## src/rtl/lap_store_if.sv

```systemverilog
// Lap store bus: lap/clear/running/timer inputs and the stored-lap outputs.
interface lap_store_if;
  logic        lap;
  logic        clr;
  logic        running;
  logic [23:0] time_in;
  logic [23:0] save1;
  logic [23:0] save2;
  logic [23:0] save3;
  logic [23:0] save4;
  logic [23:0] save5;
  logic [23:0] save6;
  logic [23:0] save7;
  logic [23:0] save8;
  logic [3:0]  lap_count;
  logic [3:0]  last_index;
  logic        full;
  logic        new_lap;

  modport master (
    output lap, clr, running, time_in,
    input  save1, save2, save3, save4, save5, save6, save7, save8,
    input  lap_count, last_index, full, new_lap
  );

  modport slave (
    input  lap, clr, running, time_in,
    output save1, save2, save3, save4, save5, save6, save7, save8,
    output lap_count, last_index, full, new_lap
  );
endinterface

```

## src/rtl/lap_store.sv

```systemverilog
// Stopwatch lap memory: a press captures the running time, the following
// release commits it into one of eight slots written round-robin. With WRAP=1
// a full store overwrites the oldest slot; with WRAP=0 extra laps are dropped.
module lap_store #(
  parameter bit WRAP = 1'b1
) (
  input logic        clk,
  input logic        rst,
  lap_store_if.slave bus
);

  typedef enum logic {IDLE, ARMED} arm_t;

  arm_t        arm_state;
  logic        lap_prev;
  logic [23:0] capture;
  logic [3:0]  wr_ptr;
  logic [2:0]  wr_slot;
  logic [3:0]  lap_count;
  logic [3:0]  last_index;
  logic        new_lap;
  logic [23:0] slot [8];
  logic        press;
  logic        release_evt;
  logic        full;
  logic        accept;

  // Edge detection on the lap button and the write-permission decision.
  always_comb begin
    press       = !lap_prev && bus.lap;
    release_evt = lap_prev && !bus.lap;
    full        = (lap_count == 4'd8);
    accept      = !(full && !WRAP);
    wr_slot     = wr_ptr[2:0] - 3'd1;
  end

  // Capture on press, commit on release; clear wins over both.
  always_ff @(posedge clk or negedge rst) begin
    if (!rst) begin
      arm_state  <= IDLE;
      lap_prev   <= 1'b0;
      capture    <= '0;
      wr_ptr     <= 4'd1;
      lap_count  <= '0;
      last_index <= '0;
      new_lap    <= 1'b0;
      for (int i = 0; i < 8; i++) slot[i] <= '0;
    end else begin
      lap_prev <= bus.lap;
      new_lap  <= 1'b0;
      if (bus.clr) begin
        arm_state  <= IDLE;
        capture    <= '0;
        wr_ptr     <= 4'd1;
        lap_count  <= '0;
        last_index <= '0;
        for (int i = 0; i < 8; i++) slot[i] <= '0;
      end else if (press) begin
        if (bus.running) begin
          arm_state <= ARMED;
          capture   <= bus.time_in;
        end
      end else if (release_evt && arm_state == ARMED) begin
        arm_state <= IDLE;
        if (accept) begin
          slot[wr_slot] <= capture;
          last_index    <= wr_ptr;
          wr_ptr        <= (wr_ptr == 4'd8) ? 4'd1 : wr_ptr + 4'd1;
          if (!full) lap_count <= lap_count + 4'd1;
          new_lap <= 1'b1;
        end
      end
    end
  end

  assign bus.save1      = slot[0];
  assign bus.save2      = slot[1];
  assign bus.save3      = slot[2];
  assign bus.save4      = slot[3];
  assign bus.save5      = slot[4];
  assign bus.save6      = slot[5];
  assign bus.save7      = slot[6];
  assign bus.save8      = slot[7];
  assign bus.lap_count  = lap_count;
  assign bus.last_index = last_index;
  assign bus.full       = full;
  assign bus.new_lap    = new_lap;

endmodule

```

## src/flat_wrapper.sv

```systemverilog
// flat-port wrapper written by rule: the top's interface ports become plain ports
module lap_store_flat 
#(
  parameter bit WRAP = 1'b1
)
  (clk, rst, bus_lap, bus_clr, bus_running, bus_time_in, bus_save1, bus_save2, bus_save3, bus_save4, bus_save5, bus_save6, bus_save7, bus_save8, bus_lap_count, bus_last_index, bus_full, bus_new_lap);
  lap_store_if bus_i ();
  input logic clk;
  input logic rst;
  input wire logic [$bits(bus_i.lap)-1:0] bus_lap;
  input wire logic [$bits(bus_i.clr)-1:0] bus_clr;
  input wire logic [$bits(bus_i.running)-1:0] bus_running;
  input wire logic [$bits(bus_i.time_in)-1:0] bus_time_in;
  output wire logic [$bits(bus_i.save1)-1:0] bus_save1;
  output wire logic [$bits(bus_i.save2)-1:0] bus_save2;
  output wire logic [$bits(bus_i.save3)-1:0] bus_save3;
  output wire logic [$bits(bus_i.save4)-1:0] bus_save4;
  output wire logic [$bits(bus_i.save5)-1:0] bus_save5;
  output wire logic [$bits(bus_i.save6)-1:0] bus_save6;
  output wire logic [$bits(bus_i.save7)-1:0] bus_save7;
  output wire logic [$bits(bus_i.save8)-1:0] bus_save8;
  output wire logic [$bits(bus_i.lap_count)-1:0] bus_lap_count;
  output wire logic [$bits(bus_i.last_index)-1:0] bus_last_index;
  output wire logic [$bits(bus_i.full)-1:0] bus_full;
  output wire logic [$bits(bus_i.new_lap)-1:0] bus_new_lap;
  assign bus_i.lap = bus_lap;
  assign bus_i.clr = bus_clr;
  assign bus_i.running = bus_running;
  assign bus_i.time_in = bus_time_in;
  assign bus_save1 = bus_i.save1;
  assign bus_save2 = bus_i.save2;
  assign bus_save3 = bus_i.save3;
  assign bus_save4 = bus_i.save4;
  assign bus_save5 = bus_i.save5;
  assign bus_save6 = bus_i.save6;
  assign bus_save7 = bus_i.save7;
  assign bus_save8 = bus_i.save8;
  assign bus_lap_count = bus_i.lap_count;
  assign bus_last_index = bus_i.last_index;
  assign bus_full = bus_i.full;
  assign bus_new_lap = bus_i.new_lap;
  lap_store #(.WRAP(WRAP)) u_core (.clk(clk), .rst(rst), .bus(bus_i));
endmodule
```

## config.mk

```make
export PLATFORM = sky130hd
export DESIGN_NAME = lap_store_flat
export DESIGN_NICKNAME = d
export VERILOG_FILES = /design/src/rtl/lap_store_if.sv /design/src/rtl/lap_store.sv /design/src/flat_wrapper.sv
export SDC_FILE = /design/constraint.sdc
export NUM_CORES = 1
export LEC_CHECK = 0
export ABC_AREA = 1
export BUFFER_PORTS_ARGS = -buffer_cell sky130_fd_sc_hd__buf_4
export CELL_PAD_IN_SITES_DETAIL_PLACEMENT = 1
export CELL_PAD_IN_SITES_GLOBAL_PLACEMENT = 1
export CORE_MARGIN = 1
export CORE_UTILIZATION = 41
export CTS_BUF_LIST = sky130_fd_sc_hd__clkbuf_4 sky130_fd_sc_hd__clkbuf_8
export CTS_CLUSTER_DIAMETER = 60
export CTS_CLUSTER_SIZE = 12
export DETAILED_ROUTE_END_ITERATION = 7
export PLACE_DENSITY_LB_ADDON = 0.1
export SLEW_MARGIN = 40
export SYNTH_ARGS = -nofsm -noshare
export SYNTH_HDL_FRONTEND = slang
export SYNTH_SLANG_ARGS = --single-unit
```

## constraint.sdc

```tcl
create_clock -name clk -period 2.43 [get_ports clk]
set_input_delay 0.486 -clock clk [delete_from_list [all_inputs] [get_ports clk]]
set_output_delay 0.486 -clock clk [all_outputs]
set_load 0.05 [all_outputs]
```

==> summary.json, run 1 <==
{
  "place": {
    "dpl-instance-area_mm2": 0.0120,
    "detailedPlacementHpwl_um": 23000,
    "gp_congestion": 0.817,
    "numPlacedInstances": 1618,
    "port_buffer_count": 230
  },
  "cts": {
    "cts_buffers": 24,
    "ctsRootBufferMaster": "clkbuf_8",
    "clock-sinks": 231,
    "cts_buffer_depth": 3,
    "clk_pin_slew_ps": 80,
    "cts_tree": "built",
    "number_of_h_tree_branching_levels": 1,
    "clk_latency_ps": 550
  },
  "setup_path": {
    "reg2reg_depth": 9,
    "setup.reg_to_reg.worst_slack_ps": 200,
    "critical_path_peak_fanout": 13,
    "critical_path_class": "reg -> reg",
    "critical_path.reg2reg.endpoint": "u_core.bus.save6[6]",
    "timing.critical_path.from_type": "register",
    "endpoint_kind": "register",
    "required_ps": 2910,
    "reg_to_reg_startpoint": "u_core.wr_ptr[0]",
    "cp.arrival_ps": 2710
  },
  "floorplan": {
    "initial_utilization_pct": 41.7,
    "dieArea_mm2": 0.0244,
    "coreArea_mm2": 0.0234,
    "die_width_um": 156,
    "ios": 231,
    "num_rows": 56,
    "dieHeight_um": 156
  },
  "detailed_routing": {
    "drt_pre_antenna_iters": 7,
    "antenna_violating_nets_remaining": 0,
    "post_drt_via_cell_ratio": 5.30,
    "drc": 0,
    "post_route_wl_um": 33500,
    "wl_per_cell_um": 20.3,
    "first_iter_violations": 522,
    "vias": 8739
  },
  "grt": {
    "grt_start_max_net_pins": 88,
    "grt_pass1_vias": 8804,
    "met3_usage_pct": 4.02,
    "globalRouteOverflowTotal": 0,
    "global_route_wire_length_before_repair_um": 52200,
    "groute.layer.met2.usage_pct": 43.9,
    "busiest_layer": "met2",
    "groute.usage.overall_pct": 28.0,
    "use_met1_pct": 41.1,
    "antenna_found_initial": 0
  },
  "timing": {
    "report.final.hold_viol_count": 0,
    "slew_viol_final": 0,
    "max_freq_mhz": 448,
    "totalNegativeSetupSlack_ps": 0,
    "worst_pin_slew_ps": 738,
    "layout_worst_path_cycle_share_pct": 91.8,
    "grt_setup_unrepaired": "no",
    "report.final.setup_viol": 0,
    "skew_ps": 12.2,
    "layout_min_cycle_time_ps": 2230,
    "timing.max_slew.rel_slack_pct": 50.6
  },
  "finish": {
    "layout-drive-gt1-share_pct": 25.8,
    "syn2layout_area_growth_pct": 27.0,
    "commonest_non_fill_non_tap_cell_in_the_layout": "nand2_1",
    "insertedDiodeCount": 0,
    "postLayoutCellArea_mm2": 0.0124,
    "final.fill_count": 2788,
    "postLayoutCoreUtil_pct": 53.0,
    "fin_cells": 1649,
    "most-common-layout-cells": "nand2_1 (365), nand3_1 (278), buf_4 (277)",
    "design.final.nets": 1359
  },
  "logic_synthesis": {
    "netlist_top_cells_area": "dfrtp_1 (59%), nand3_1 (14%), nand2_1 (14%)",
    "synth.yosys.warnings": 0,
    "syn_nets": 1123,
    "synth-seq-cells": 231,
    "mappedNetlistArea_mm2": 0.00977,
    "synth.distinct_cells": 31,
    "synth_area_leader_cell": "dfrtp_1",
    "sequential_fraction_of_the_synthesis_area_pct": 59.2,
    "netlist.area_leader.share_pct": 58.9,
    "synthesis.instances": 1090,
    "syn_area_per_cell_um2": 8.96
  },
  "worst_hold_path": {
    "hold_ep": "u_core.lap_prev",
    "hold_path_depth": 1,
    "hp-class": "in -> reg",
    "hp_start": "bus_lap"
  },
  "pwr": {
    "max-vdd-ir-drop_mv": 0.347,
    "p_total_uw": 6750,
    "power.static_leakage_uw": 0.00705,
    "cellPowerDensity_mw_per_mm2": 544
  },
  "flow_run": {
    "drv.max_cap_violation_count": 0
  },
  "outcome": {
    "run_status": "finished, final reports clean"
  }
}
## layout make-up
type | instances | area [um2] | area share, %
Clock buffer | 25 | 344 | 2.77
Tap cell | 319 | 399 | 3.22
Sequential cell | 231 | 5780 | 46.6
Timing Repair Buffer | 284 | 2200 | 17.8
Inverter | 40 | 158 | 1.27
Clock inverter | 5 | 56.3 | 0.454
Multi-Input combinational cell | 745 | 3460 | 27.9
## registers in the layout, summed over array words and instances, names as in the netlist
| name | cells |
|---|---|
| u_core.arm_state | 1 |
| u_core.bus.lap_count | 4 |
| u_core.bus.last_index | 4 |
| u_core.bus.new_lap | 1 |
| u_core.bus.save1 | 24 |
| u_core.bus.save2 | 24 |
| u_core.bus.save3 | 24 |
| u_core.bus.save4 | 24 |
| u_core.bus.save5 | 24 |
| u_core.bus.save6 | 24 |
| u_core.bus.save7 | 24 |
| u_core.bus.save8 | 24 |
| u_core.capture | 24 |
| u_core.lap_prev | 1 |
| u_core.wr_ptr | 4 |
## cell usage after synthesis, drive strengths merged
library cell,count
inv,40
nand4,12
dfrtp,230
nor2,33
xor2,2
nand3,278
nand2,371
o21ai,32
dfstp,1
buf,65
xnor2,1
clkbuf,9
nor3,5
ha,4
o21bai,1
o22ai,3
o21a,1
a21oi,2
## worst max-delay path by stage
stage | slack, ps | startpoint | to | depth (start not counted)
finish | 200 | u_core.wr_ptr[0] | u_core.bus.save6[6] | 9
global route | 70 | u_core.wr_ptr[0] | u_core.bus.save6[5] | 9
CTS | 210 | u_core.wr_ptr[0] | u_core.bus.save6[6] | 9
detailed placement | 240 | u_core.wr_ptr[0] | u_core.bus.save6[6] | 9
global placement | 350 | u_core.wr_ptr[0] | u_core.bus.save6[9] | 9
floorplan | 380 | u_core.wr_ptr[0] | u_core.bus.save8[10] | 9
## what timing repair did
action,4_1_cts,5_1_grt
hold endpoints to repair,66,0
setup buffers,0,0
setup endpoints to repair,0,0
gates resized for setup,0,0
hold buffers,1,0
## worst max-delay path: stages (launching register included)
cell	delay, ps
dfstp_2	550
inv_2	120
ha_1	320
inv_2	100
nand2_2	80
nand2_8	140
nand3_1	120
inv_1	490
nand2_1	130
nand2_1	100
## cell families after synthesis
| family | share of synthesized area [%] |
|---|---|
| adders and majority gates | 0.512 |
| AOI/OAI and AO/OA | 2.16 |
| DFF | 59.2 |
| buffers and inverters | 5.47 |
| and+or+nand+nor | 32.4 |
| xor gates and xnor gates | 0.269 |
## power by group
part | switching, uW | internal (uW) | leakage, uW
clock | 1350 | 1040 | 0.000206
sequential | 16.1 | 3880 | 0.00320
combinational | 343 | 115 | 0.00365
## layer usage
| metal | share of wire [%] | wire length (um) | up-vias |
|---|---|---|---|
| met5 | 0 | 0 | - |
| met4 | 1.7 | 555 | 0 |
| met3 | 5.9 | 1990 | 41 |
| met2 | 46 | 15400 | 284 |
| met1 | 46 | 15500 | 4403 |
| li1 | - | - | 4011 |
## stage by stage
stage / hold slack [ps] / setup slack [ps]
detailed placement: 490 / 243
floorplan: 190 / 379
global placement: 486 / 354
global route: 80.0 / 74.6
finish: 98.5 / 200
CTS: 76.2 / 206
No activity file was read; power rests on OpenSTA's default activity.
==> run 2, diff against run 1 <==
--- a/config.mk
+++ b/config.mk
@@ -10,7 +10,7 @@
 export CELL_PAD_IN_SITES_DETAIL_PLACEMENT = 1
 export CELL_PAD_IN_SITES_GLOBAL_PLACEMENT = 1
 export CORE_MARGIN = 1
-export CORE_UTILIZATION = 41
+export CORE_UTILIZATION = 37
 export CTS_BUF_LIST = sky130_fd_sc_hd__clkbuf_4 sky130_fd_sc_hd__clkbuf_8
 export CTS_CLUSTER_DIAMETER = 60
 export CTS_CLUSTER_SIZE = 12
==> constraint.sdc (replaced) <==
create_clock -name clk -period 1.8 [get_ports clk]
set_input_delay 0.36 -clock clk [delete_from_list [all_inputs] [get_ports clk]]
set_output_delay 0.36 -clock clk [all_outputs]
set_load 0.05 [all_outputs]
==> summary.json, run 2 (synthesis gave the netlist of run 1 again) <==
{
  "outcome": {
    "run_status": "finished with violations",
    "violations_in_the_final_reports": "setup timing"
  },
  "timing": {
    "timing.max_slew.rel_slack_pct": 45.4,
    "report.final.hold_viol_count": 0,
    "layout_worst_path_cycle_share_pct": 101,
    "finalWorstSetupSlack_ps": -15.9,
    "skew_ps": 26.8,
    "worst_pin_slew_ps": 816,
    "max_freq_mhz": 551,
    "report.final.setup_viol": 1,
    "grt_setup_unrepaired": "yes",
    "layout_min_cycle_time_ps": 1820,
    "slew_viol_final": 0
  },
  "detailed_routing": {
    "post_route_wl_um": 34900,
    "drc": 0,
    "antenna_violating_nets_remaining": 0,
    "vias": 8876,
    "wl_per_cell_um": 20.5,
    "drt_pre_antenna_iters": 4,
    "post_drt_via_cell_ratio": 5.21,
    "first_iter_violations": 609
  },
  "grt": {
    "global_route_wire_length_before_repair_um": 53000,
    "grt_start_max_net_pins": 63,
    "globalRouteOverflowTotal": 0,
    "grt_pass1_vias": 8905,
    "groute.usage.overall_pct": 25.9,
    "antenna_found_initial": 0
  },
  "finish": {
    "design.final.nets": 1393,
    "syn2layout_area_growth_pct": 33.4,
    "insertedDiodeCount": 0,
    "most-common-layout-cells": "nand2_1 (365), buf_4 (286), nand3_1 (276)",
    "final.fill_count": 3050,
    "commonest_non_fill_non_tap_cell_in_the_layout": "nand2_1",
    "postLayoutCoreUtil_pct": 50.1,
    "layout-drive-gt1-share_pct": 29.1
  },
  "floorplan": {
    "dieHeight_um": 164,
    "num_rows": 59,
    "dieArea_mm2": 0.0271,
    "ios": 231,
    "initial_utilization_pct": 37.6,
    "coreArea_mm2": 0.0260,
    "die_width_um": 164
  },
  "pwr": {
    "cellPowerDensity_mw_per_mm2": 719,
    "power.static_leakage_uw": 0.00732,
    "p_total_uw": 9360,
    "max-vdd-ir-drop_mv": 0.398
  },
  "setup_path": {
    "critical_path.reg2reg.endpoint": "u_core.bus.save2[3]",
    "critical_path_class": "reg -> out",
    "required_ps": 1440,
    "setup.reg_to_reg.worst_slack_ps": 70,
    "endpoint_kind": "output port",
    "reg_to_reg_startpoint": "u_core.wr_ptr[0]",
    "cp.arrival_ps": 1460,
    "timing.critical_path.from_type": "register",
    "timing.critical_path.from": "u_core.bus.lap_count[0]",
    "reg2reg_depth": 7,
    "setup.worst_path.end": "bus_full",
    "critical_path_peak_fanout": 3
  },
  "cts": {
    "cts_buffer_depth": 3,
    "number_of_h_tree_branching_levels": 1,
    "cts_tree": "built",
    "clk_latency_ps": 560,
    "clock-sinks": 231,
    "cts_buffers": 25,
    "ctsRootBufferMaster": "clkbuf_8",
    "clk_pin_slew_ps": 80
  },
  "place": {
    "detailedPlacementHpwl_um": 24100,
    "port_buffer_count": 230,
    "gp_congestion": 0.789
  },
  "flow_run": {
    "drv.max_cap_violation_count": 0
  },
  "worst_hold_path": {
    "hp-class": "in -> reg"
  }
}
## run 2: worst min path at each step
stage                         start             endpoint  slack, ps  cells past startpoint
CTS                 bus_time_in[11]   u_core.capture[11]         20                      3
global route        bus_time_in[22]   u_core.capture[22]         40                      3
finish              bus_time_in[11]   u_core.capture[11]         30                      3
detailed placement              rst  u_core.bus.save4[8]        290                      1
floorplan                       rst     u_core.arm_state         60                      0
global placement                rst  u_core.bus.save4[8]        290                      1
## run 2: what timing repair did
item | 4_1_cts | 5_1_grt
gates cloned | 0 | 1
hold endpoints to repair | 34 | 0
hold buffers | 1 | 0
setup buffers | 3 | 1
pin swaps | 2 | 3
endpoints found under the setup margin | 1 | 89
gates resized for setup | 9 | 15
## run 2: through the flow
step	cells	worst slack [ps]	hold WS, ps	TNS, ps	cell area [um2]
floorplan	1090	9.83	64.4	0	9810
global placement	1662	-141	287	-766	12400
detailed placement	1662	-60.7	287	-849	12500
CTS	1702	-45.1	16.2	-45.1	13000
global route	1704	-67.8	35.6	-91.6	13000
finish	1704	-15.9	32.6	-15.9	13000
## run 2: power by group
group	switching, uW	internal [uW]	leakage [uW]
registers	21.0	5240	0.00320
logic	491	231	0.00388
clock network	1920	1460	0.000235
## run 2: cell type report
type                       count  area (um2)  share of cell area, %
multi-input combinational    746        3540                   27.2
timing repair buffer         316        2680                   20.6
clock inverter                 6        37.5                  0.288
tap                          335         419                   3.22
clock buffer                  30         400                   3.07
inverter                      40         165                   1.27
sequential                   231        5780                   44.4
## run 2: per-layer routing
layer	vias up	global-route usage, %	wire (um)	share of wire, %
li1	4097	-	-	-
met1	4477	37.8	16300	47
met2	261	41.4	16300	47
met3	41	3.16	1680	4.8
met4	0	5.38	656	1.9
met5	-	0	0	0
## run 2: critical path, stage by stage, from the launching register on
cell and delay (ps):
dfrtp_1 410, inv_2 90, ha_4 130, nand3_4 60, inv_2 70, buf_8 140
